## config.mk

```make
export PLATFORM = sky130hd
export DESIGN_NAME = ctrl_pipe_decoder
export DESIGN_NICKNAME = d
export VERILOG_FILES = /design/src/rtl/ctrl_pipe_decoder_pkg.sv /design/src/rtl/ctrl_pipe_decoder_rv_decode.sv /design/src/rtl/ctrl_pipe_decoder.sv
export SDC_FILE = /design/constraint.sdc
export NUM_CORES = 1
export LEC_CHECK = 0
export ABC_AREA = 1
export ABC_CLOCK_PERIOD_IN_PS = 4100
export CORE_MARGIN = 5
export CORE_UTILIZATION = 35
export DETAILED_ROUTE_END_ITERATION = 7
export GPL_TIMING_DRIVEN = 0
export PLACE_DENSITY = 0.67
export SLEW_MARGIN = 20
export SYNTH_ARGS = -nofsm -noshare
export SYNTH_HDL_FRONTEND = slang
export SYNTH_SLANG_ARGS = --single-unit
```

## constraint.sdc

```tcl
create_clock -name clk -period 4.1 [get_ports clk]
set_input_delay 0.82 -clock clk [delete_from_list [all_inputs] [get_ports clk]]
set_output_delay 0.82 -clock clk [all_outputs]
set_load 0.01 [all_outputs]
```

## src/rtl/ctrl_pipe_decoder_pkg.sv

```systemverilog
// Shared encodings and per-stage control bundles for the RV32I(+M) control pipeline.
package ctrl_pkg;

   localparam logic [6:0] OPC_LOAD   = 7'b0000011;
   localparam logic [6:0] OPC_OP_IMM = 7'b0010011;
   localparam logic [6:0] OPC_AUIPC  = 7'b0010111;
   localparam logic [6:0] OPC_STORE  = 7'b0100011;
   localparam logic [6:0] OPC_OP     = 7'b0110011;
   localparam logic [6:0] OPC_LUI    = 7'b0110111;
   localparam logic [6:0] OPC_BRANCH = 7'b1100011;
   localparam logic [6:0] OPC_JALR   = 7'b1100111;
   localparam logic [6:0] OPC_JAL    = 7'b1101111;
   localparam logic [6:0] OPC_SYSTEM = 7'b1110011;

   localparam logic [6:0] F7_BASE = 7'b0000000;
   localparam logic [6:0] F7_ALT  = 7'b0100000;
   localparam logic [6:0] F7_MEXT = 7'b0000001;

   localparam logic [31:0] INSTR_ECALL = 32'h0000_0073;

   localparam logic [2:0] BR_NONE = 3'b000;
   localparam logic [2:0] BR_EQ   = 3'b010;
   localparam logic [2:0] BR_NE   = 3'b101;
   localparam logic [2:0] BR_LT   = 3'b100;
   localparam logic [2:0] BR_GE   = 3'b011;

   localparam logic [1:0] JMP_NONE = 2'b00;
   localparam logic [1:0] JMP_JAL  = 2'b01;
   localparam logic [1:0] JMP_JALR = 2'b10;

   localparam logic [2:0] LD_W  = 3'b000;
   localparam logic [2:0] LD_B  = 3'b001;
   localparam logic [2:0] LD_H  = 3'b011;
   localparam logic [2:0] LD_BU = 3'b010;
   localparam logic [2:0] LD_HU = 3'b100;

   localparam logic [2:0] ST_W = 3'b000;
   localparam logic [2:0] ST_B = 3'b010;
   localparam logic [2:0] ST_H = 3'b100;

   localparam logic       SRC1_RS2  = 1'b0;
   localparam logic       SRC1_IMM  = 1'b1;
   localparam logic [1:0] SRC2_RS1  = 2'b00;
   localparam logic [1:0] SRC2_PC   = 2'b01;
   localparam logic [1:0] SRC2_ZERO = 2'b10;

   typedef struct packed {
      logic [2:0] branch;
      logic [1:0] jump;
      logic [3:0] alu_op;
      logic       alu_src1;
      logic [1:0] alu_src2;
      logic       uors;
      logic       mext;
      logic       mem_read;
      logic       illegal;
      logic       ecall;
   } ex_t;

   typedef struct packed {
      logic       mem_write;
      logic       mem_to_reg;
      logic [2:0] ld_mode;
      logic [2:0] st_mode;
   } mem_t;

   typedef struct packed {
      logic       reg_write;
      logic [4:0] rd;
   } wb_t;

   typedef struct packed {
      ex_t  ex;
      mem_t mem;
      wb_t  wb;
   } ctrl_t;

   typedef struct packed {
      mem_t mem;
      wb_t  wb;
   } mw_t;

   typedef enum logic {
      ST_RUN    = 1'b0,
      ST_HALTED = 1'b1
   } halt_st_e;

   // Returns {legal, ld_mode} for a load funct3.
   function automatic logic [3:0] ld_mode_f(input logic [2:0] f3);
      case (f3)
         3'b000:  return {1'b1, LD_B};
         3'b001:  return {1'b1, LD_H};
         3'b010:  return {1'b1, LD_W};
         3'b100:  return {1'b1, LD_BU};
         3'b101:  return {1'b1, LD_HU};
         default: return {1'b0, LD_W};
      endcase
   endfunction

endpackage

```

## src/rtl/ctrl_pipe_decoder_rv_decode.sv

```systemverilog
// Combinational RV32I(+M) decode of one instruction word into a control bundle.
module rv_decode
   import ctrl_pkg::*;
#(
   parameter int unsigned EN_MEXT = 1,
   parameter int unsigned EN_JUMP = 1
) (
   input  logic [31:0] i_instr,
   output ctrl_t       o_ctrl,
   output logic        o_uses_rs2
);

   logic [6:0] w_opc;
   logic [2:0] w_f3;
   logic [6:0] w_f7;
   logic [4:0] w_rd;
   logic [3:0] w_ld;
   logic       w_bad;
   ctrl_t      w_c;

   assign w_opc = i_instr[6:0];
   assign w_f3  = i_instr[14:12];
   assign w_f7  = i_instr[31:25];
   assign w_rd  = i_instr[11:7];
   assign w_ld  = ld_mode_f(w_f3);

   always_comb begin
      w_c        = '0;
      w_bad      = 1'b0;
      o_uses_rs2 = 1'b0;
      case (w_opc)
         OPC_OP_IMM: begin
            w_c.ex.alu_src1  = SRC1_IMM;
            w_c.wb.reg_write = 1'b1;
            w_c.ex.alu_op    = {1'b0, w_f3};
            if (w_f3 == 3'b001 || w_f3 == 3'b101) begin
               if (w_f7 != F7_BASE && w_f7 != F7_ALT) w_bad = 1'b1;
               else if (w_f3 == 3'b101)               w_c.ex.alu_op[3] = w_f7[5];
            end
         end
         OPC_OP: begin
            o_uses_rs2       = 1'b1;
            w_c.ex.alu_src1  = SRC1_RS2;
            w_c.wb.reg_write = 1'b1;
            w_c.ex.alu_op    = {1'b0, w_f3};
            if (w_f7 == F7_ALT) begin
               if (w_f3 == 3'b000 || w_f3 == 3'b101) w_c.ex.alu_op[3] = 1'b1;
               else                                  w_bad = 1'b1;
            end else if (w_f7 == F7_MEXT) begin
               if (EN_MEXT != 0) w_c.ex.mext = 1'b1;
               else              w_bad = 1'b1;
            end else if (w_f7 != F7_BASE) begin
               w_bad = 1'b1;
            end
         end
         OPC_LUI: begin
            w_c.ex.alu_src1  = SRC1_IMM;
            w_c.ex.alu_src2  = SRC2_ZERO;
            w_c.wb.reg_write = 1'b1;
         end
         OPC_AUIPC: begin
            w_c.ex.alu_src1  = SRC1_IMM;
            w_c.ex.alu_src2  = SRC2_PC;
            w_c.wb.reg_write = 1'b1;
         end
         OPC_BRANCH: begin
            o_uses_rs2      = 1'b1;
            w_c.ex.alu_src1 = SRC1_RS2;
            w_c.ex.alu_op   = {1'b0, w_f3};
            w_c.ex.uors     = w_f3[1];
            case (w_f3)
               3'b000:        w_c.ex.branch = BR_EQ;
               3'b001:        w_c.ex.branch = BR_NE;
               3'b100, 3'b110: w_c.ex.branch = BR_LT;
               3'b101, 3'b111: w_c.ex.branch = BR_GE;
               default:       w_bad = 1'b1;
            endcase
         end
         OPC_LOAD: begin
            w_c.ex.mem_read    = 1'b1;
            w_c.ex.alu_src1    = SRC1_IMM;
            w_c.mem.mem_to_reg = 1'b1;
            w_c.mem.ld_mode    = w_ld[2:0];
            w_c.wb.reg_write   = 1'b1;
            w_bad              = ~w_ld[3];
         end
         OPC_STORE: begin
            o_uses_rs2        = 1'b1;
            w_c.ex.alu_src1   = SRC1_IMM;
            w_c.mem.mem_write = 1'b1;
            case (w_f3)
               3'b000:  w_c.mem.st_mode = ST_B;
               3'b001:  w_c.mem.st_mode = ST_H;
               3'b010:  w_c.mem.st_mode = ST_W;
               default: w_bad = 1'b1;
            endcase
         end
         OPC_JAL: begin
            w_c.ex.jump      = JMP_JAL;
            w_c.ex.alu_src2  = SRC2_PC;
            w_c.wb.reg_write = 1'b1;
            w_bad            = (EN_JUMP == 0);
         end
         OPC_JALR: begin
            w_c.ex.jump      = JMP_JALR;
            w_c.ex.alu_src2  = SRC2_PC;
            w_c.wb.reg_write = 1'b1;
            w_bad            = (EN_JUMP == 0) || (w_f3 != 3'b000);
         end
         OPC_SYSTEM: begin
            if (i_instr == INSTR_ECALL) w_c.ex.ecall = 1'b1;
            else                        w_bad = 1'b1;
         end
         default: w_bad = 1'b1;
      endcase

      if (w_bad) w_c = '0;
      w_c.ex.illegal = w_bad;
      // A write to x0 is no write at all, so downstream hazard checks never match it.
      if (w_c.wb.reg_write && (w_rd != 5'd0)) w_c.wb.rd = w_rd;
      else                                    w_c.wb.reg_write = 1'b0;
   end

   assign o_ctrl = w_c;

endmodule

```

## src/rtl/ctrl_pipe_decoder.sv

```systemverilog
// Decoder with ID/EX, EX/MEM, MEM/WB control registers, load-use bubbles and ECALL halt.
module ctrl_pipe_decoder
   import ctrl_pkg::*;
#(
   parameter int unsigned EN_MEXT     = 1,
   parameter int unsigned EN_JUMP     = 1,
   parameter int unsigned HALT_STICKY = 1
) (
   input  logic        clk,
   input  logic        rstn,
   input  logic [31:0] instr_i,
   input  logic        id_valid_i,
   input  logic        stall_i,
   input  logic        flush_ex_i,
   input  logic        flush_all_i,
   output logic        load_use_o,
   output logic [2:0]  branch_ex,
   output logic [1:0]  jump_ex,
   output logic [3:0]  alu_op_ex,
   output logic        alu_src1_ex,
   output logic [1:0]  alu_src2_ex,
   output logic        uors_ex,
   output logic        mext_ex,
   output logic        mem_read_ex,
   output logic [4:0]  rd_ex,
   output logic [4:0]  rd_m,
   output logic [4:0]  rd_w,
   output logic        illegal_ex,
   output logic        mem_write_m,
   output logic        mem_to_reg_m,
   output logic        reg_write_m,
   output logic [2:0]  ld_mode_m,
   output logic [2:0]  st_mode_m,
   output logic        reg_write_w,
   output logic        halt_o
);

   ctrl_t      w_dec;
   logic       w_uses_rs2;
   logic [4:0] w_rs1;
   logic [4:0] w_rs2;
   logic       w_load_use;
   logic       w_kill_id;
   logic       w_halt_go;

   ctrl_t      r_ex;
   mw_t        r_m;
   wb_t        r_w;
   halt_st_e   r_st;
   logic       r_halt;

   rv_decode #(
      .EN_MEXT (EN_MEXT),
      .EN_JUMP (EN_JUMP)
   ) u_dec (
      .i_instr    (instr_i),
      .o_ctrl     (w_dec),
      .o_uses_rs2 (w_uses_rs2)
   );

   assign w_rs1 = instr_i[19:15];
   assign w_rs2 = instr_i[24:20];

   assign w_load_use = id_valid_i & r_ex.ex.mem_read & (r_ex.wb.rd != 5'd0) &
                       ((w_rs1 == r_ex.wb.rd) | (w_uses_rs2 & (w_rs2 == r_ex.wb.rd)));

   // Instructions behind an ECALL in EX are squashed so none slips past the halt.
   assign w_kill_id = ~id_valid_i | flush_ex_i | w_load_use | r_ex.ex.ecall |
                      ((HALT_STICKY != 0) && (r_st == ST_HALTED));

   assign w_halt_go = r_ex.ex.ecall & ~flush_all_i & ~stall_i;

   always_ff @(posedge clk) begin
      if (!rstn) begin
         r_ex <= '0;
         r_m  <= '0;
         r_w  <= '0;
      end else if (flush_all_i) begin
         r_ex <= '0;
         r_m  <= '0;
         r_w  <= r_m.wb;
      end else if (!stall_i) begin
         r_ex <= w_kill_id ? ctrl_t'('0) : w_dec;
         r_m  <= {r_ex.mem, r_ex.wb};
         r_w  <= r_m.wb;
      end
   end

   always_ff @(posedge clk) begin
      if (!rstn) begin
         r_st   <= ST_RUN;
         r_halt <= 1'b0;
      end else if (!stall_i) begin
         if (r_st == ST_RUN) begin
            if (w_halt_go) begin
               r_st   <= ST_HALTED;
               r_halt <= 1'b1;
            end
         end else if (HALT_STICKY == 0) begin
            r_st   <= ST_RUN;
            r_halt <= 1'b0;
         end
      end
   end

   assign load_use_o   = w_load_use;
   assign branch_ex    = r_ex.ex.branch;
   assign jump_ex      = r_ex.ex.jump;
   assign alu_op_ex    = r_ex.ex.alu_op;
   assign alu_src1_ex  = r_ex.ex.alu_src1;
   assign alu_src2_ex  = r_ex.ex.alu_src2;
   assign uors_ex      = r_ex.ex.uors;
   assign mext_ex      = r_ex.ex.mext;
   assign mem_read_ex  = r_ex.ex.mem_read;
   assign illegal_ex   = r_ex.ex.illegal;
   assign rd_ex        = r_ex.wb.rd;
   assign mem_write_m  = r_m.mem.mem_write;
   assign mem_to_reg_m = r_m.mem.mem_to_reg;
   assign ld_mode_m    = r_m.mem.ld_mode;
   assign st_mode_m    = r_m.mem.st_mode;
   assign reg_write_m  = r_m.wb.reg_write;
   assign rd_m         = r_m.wb.rd;
   assign reg_write_w  = r_w.reg_write;
   assign rd_w         = r_w.rd;
   assign halt_o       = r_halt;

endmodule
```

==> qor.txt <==
========================================================================================
Status                                                                      finished, final reports clean
Horizontal extent of the die                                                    98.85 µm
Fraction of the yosys area taken by sequential cells                              36.23%
Half-perimeter wire length after placement                                       6419 µm
Clock tree from TritonCTS                                                          built
Shortest period the worst path allows                                           3.586 ns
Count of mapped cells out of synthesis                                               415
Endpoint arrival time on the critical path                                       2.77 ns
Setup_tns                                                                           0 ns
Share of post-route cells with drive strength above 1                             10.62%
H-tree levels                                                                          2
Clock network fraction of total power                                              31.3%
Final core utilization                                                            48.41%
Number of global-route vias before repair                                           2666
Worst clock skew                                                             0.005672 ns
Endpoints failing setup                                                                0
Yosys Warn Count                                                                       0
Global-route wire length before repair                                          12930 µm
Remaining number of nets flagged by the antenna check after routing                    0
WP data required                                                                 3.28 ns
Type of destination of the critical path                                    primary output
Io pins                                                                               81
Worst VDD drop                                                                  116.5 µV
Switching fraction of total power                                                 26.94%
Maximum clock frequency                                                        278.9 MHz
Vertical die dimension                                                          98.85 µm
Number of buffers inserted by port buffering                                          76
CP Cell Sequence                                                            clkdlybuf4s50_1 -> inv_1 -> nand2_2 -> nor2_4 -> nand2_2 -> nand2_1 -> nand3_1 -> nand2_1 -> nand2_2 -> inv_1 -> clkdlybuf4s50_1
Effective utilization at floorplan                                                35.75%
Leak Pwr                                                                        1.382 nW
Placer Congestion                                                                 0.9312
Share of the clock period used by the worst path after layout                     87.46%
Proportion of power drawn by flip-flops and latches                                53.8%
Per-instance average area after synthesis                                      6.657 µm²
Setup repair after global routing missed its margin                                   no
Share of power burned in combinational logic                                       14.9%
Number of diodes added for antenna fixing                                              0
Number of synthesized register bits                                                   50
WS Path Type                                                                   in -> out
TritonCTS Buffers                                                                      5
Post-CTS Setup Inserts                                                                 0
Synthesis-to-finish area growth                                                   35.42%
Remaining Overflow, GRT                                                                0
Clock Root Buffer                                                               clkbuf_8
Worst-case hold slack                                                          0.4661 ns
Final routed DRC violation total                                                       0
Cell area power density                                                     243.9 mW/mm²
Initial antenna violation count                                                        0
Clock slew seen by the registers of the worst setup and hold paths               0.09 ns
Total number of vias                                                                2916
Routed wire length per instance                                                 13.27 µm
Final Hold Fails                                                                       0
First-pass iteration count of the detailed router                                      4
Area of placed instances                                                    0.003651 mm²
Filler Cell Count                                                                    804
Design Area, Final                                                          0.003741 mm²
Longest Clk Path Bufs                                                                  2
Max-cap check violation count                                                          0
Area of the die                                                             0.009770 mm²
Detailed Route WL                                                                7976 µm
Highest net fanout along the worst path                                                9
Category of cells accounting for the largest share of critical-path delay   buffers and inverters
Number of pins exceeding their max-slew limit in the final report                      0
Number of sinks handled by clock tree synthesis                                       50
Skew-Pair Late Insertion Delay                                                   0.30 ns
DR iter-0 viols                                                                      171
GRT Overall Usage                                                                 15.93%
Commonest non-fill, non-tap cell in the layout                                   nand2_1
Commonest cells after routing, fill and taps aside                          nand2_1 (101), clkdlybuf4s50_1 (76), nor2_1 (66)
Internal power component                                                        666.6 µW
Class of the tightest hold or removal check                                   reg -> reg
Worst relative slew slack                                                         63.72%
Transition time at the pin with the least slew margin                          0.5442 ns
Sw Pwr                                                                          245.8 µW
FP Rows                                                                               32
Post-Synthesis Net Count                                                             453
Post-synth cell types                                                                 35
Pin count of the biggest net entering global routing                                  17
Element type at the critical path start                                     primary input
Total of cells resized after clock tree synthesis                                      0
Number of buffers and inverters on the critical path                                   4
Routed vias/inst                                                                   4.852
Longest individual stage delay on the worst path                                 0.53 ns
Placeable core region                                                       0.007727 mm²
Library cell appearing most often on the critical path                           nand2_2
Standard cell with the maximum stage delay on the critical path             clkdlybuf4s50_1
Nets                                                                                 536
Hold_buf cts                                                                           0
Mapped cell area                                                            0.002763 mm²
========================================================================================
metrics by stage:
step,std cells,setup WS [ns],total power [mW]
6_report,601,0.5143,0.9124
5_1_grt,601,0.3768,0.9527
4_1_cts,601,0.5076,0.9199
3_5_place_dp,593,0.5131,0.6379
3_3_place_gp,593,0.5083,0.6361
2_1_floorplan,415,1.762,0.5683
synth_stat cells (all sizes together):
library cell	count	area [µm²]
a211oi	3	22.52
a21oi	41	209.0
a22oi	1	7.510
buf	22	171.4
clkbuf	10	37.54
clkinv	1	3.750
conb	1	3.750
dfxtp	50	1001
inv	30	112.6
nand2	107	421.7
nand3	35	192.7
nand4	5	31.28
nor2	71	294.0
nor3	7	46.30
nor3b	1	7.510
nor4	8	50.05
o211ai	1	7.510
o21a	2	15.01
o21ai	10	53.80
o22ai	1	6.260
or2	1	6.260
xnor2	2	17.52
xor2	5	43.79
metal layers:
| layer | track usage [%] | wire (µm) |
|---|---|---|
| met1 | 21.50 | 3615 |
| met5 | 0 | 0 |
| met3 | 2.689 | 482 |
| met4 | 4.202 | 108 |
| met2 | 26.29 | 3770 |
flip-flops by register name (all words and copies together) (netlist names):
| register | cells |
|---|---|
| uors_ex | 1 |
| branch_ex | 3 |
| r_st | 1 |
| reg_write_m | 1 |
| alu_src2_ex | 2 |
| rd_m | 5 |
| ld_mode_m | 3 |
| alu_op_ex | 4 |
| r_ex | 8 |
| jump_ex | 2 |
| mext_ex | 1 |
| halt_o | 1 |
| illegal_ex | 1 |
| rd_w | 5 |
| alu_src1_ex | 1 |
| mem_write_m | 1 |
| rd_ex | 5 |
| mem_read_ex | 1 |
| st_mode_m | 2 |
| mem_to_reg_m | 1 |
| reg_write_w | 1 |
worst paths after layout:
path              slack (ns)  cells after the start            from             end
setup / recovery        0.51                     11      instr_i[3]      load_use_o
hold / removal          0.47                      2  alu_src2_ex[0]  alu_src2_ex[0]
setup reg to reg        2.31                     10        rd_ex[1]    alu_op_ex[3]
hold reg to reg         0.47                      2  alu_src2_ex[0]  alu_src2_ex[0]
power by group through the flow:
stage,clock network [mW],registers [mW],logic (mW)
3_3_place_gp,0,0.502,0.134
2_1_floorplan,0,0.504,0.0644
4_1_cts,0.293,0.491,0.136
3_5_place_dp,0,0.503,0.135
5_1_grt,0.311,0.492,0.150
6_report,0.285,0.491,0.136
worst reg2reg max path, stage by stage (launching register included):
cell,delay [ns]
dfxtp_1,0.38
or2_2,0.31
a21oi_1,0.12
nand3_1,0.09
nand2_1,0.12
nand2_2,0.08
nand2_2,0.14
inv_2,0.10
buf_6,0.15
nand3_1,0.10
a21oi_1,0.07
logic make-up (layout without fill, tap and decap cells):
group	count (synthesis)	in the layout	synth area share, %
and+or+nand+nor	235	235	38.00
AOI/OAI and AO/OA	59	59	11.64
other	1	1	0.1357
DFF	50	50	36.23
xor gates and xnor gates	7	7	2.219
buffers and inverters	63	147	11.78
layout make-up:
| type | count | area (µm²) | area share, % |
|---|---|---|---|
| multi-input cells | 302 | 1436 | 38.39 |
| flip-flops and latches | 50 | 1001 | 26.76 |
| repair buffers | 76 | 760.7 | 20.33 |
| plain buffers | 32 | 209.0 | 5.585 |
| well taps | 102 | 127.6 | 3.411 |
| inverters | 31 | 116.4 | 3.110 |
| clock buffers | 5 | 68.82 | 1.839 |
| clock inverters | 3 | 21.27 | 0.5686 |
(Power assumes the default switching activity.)
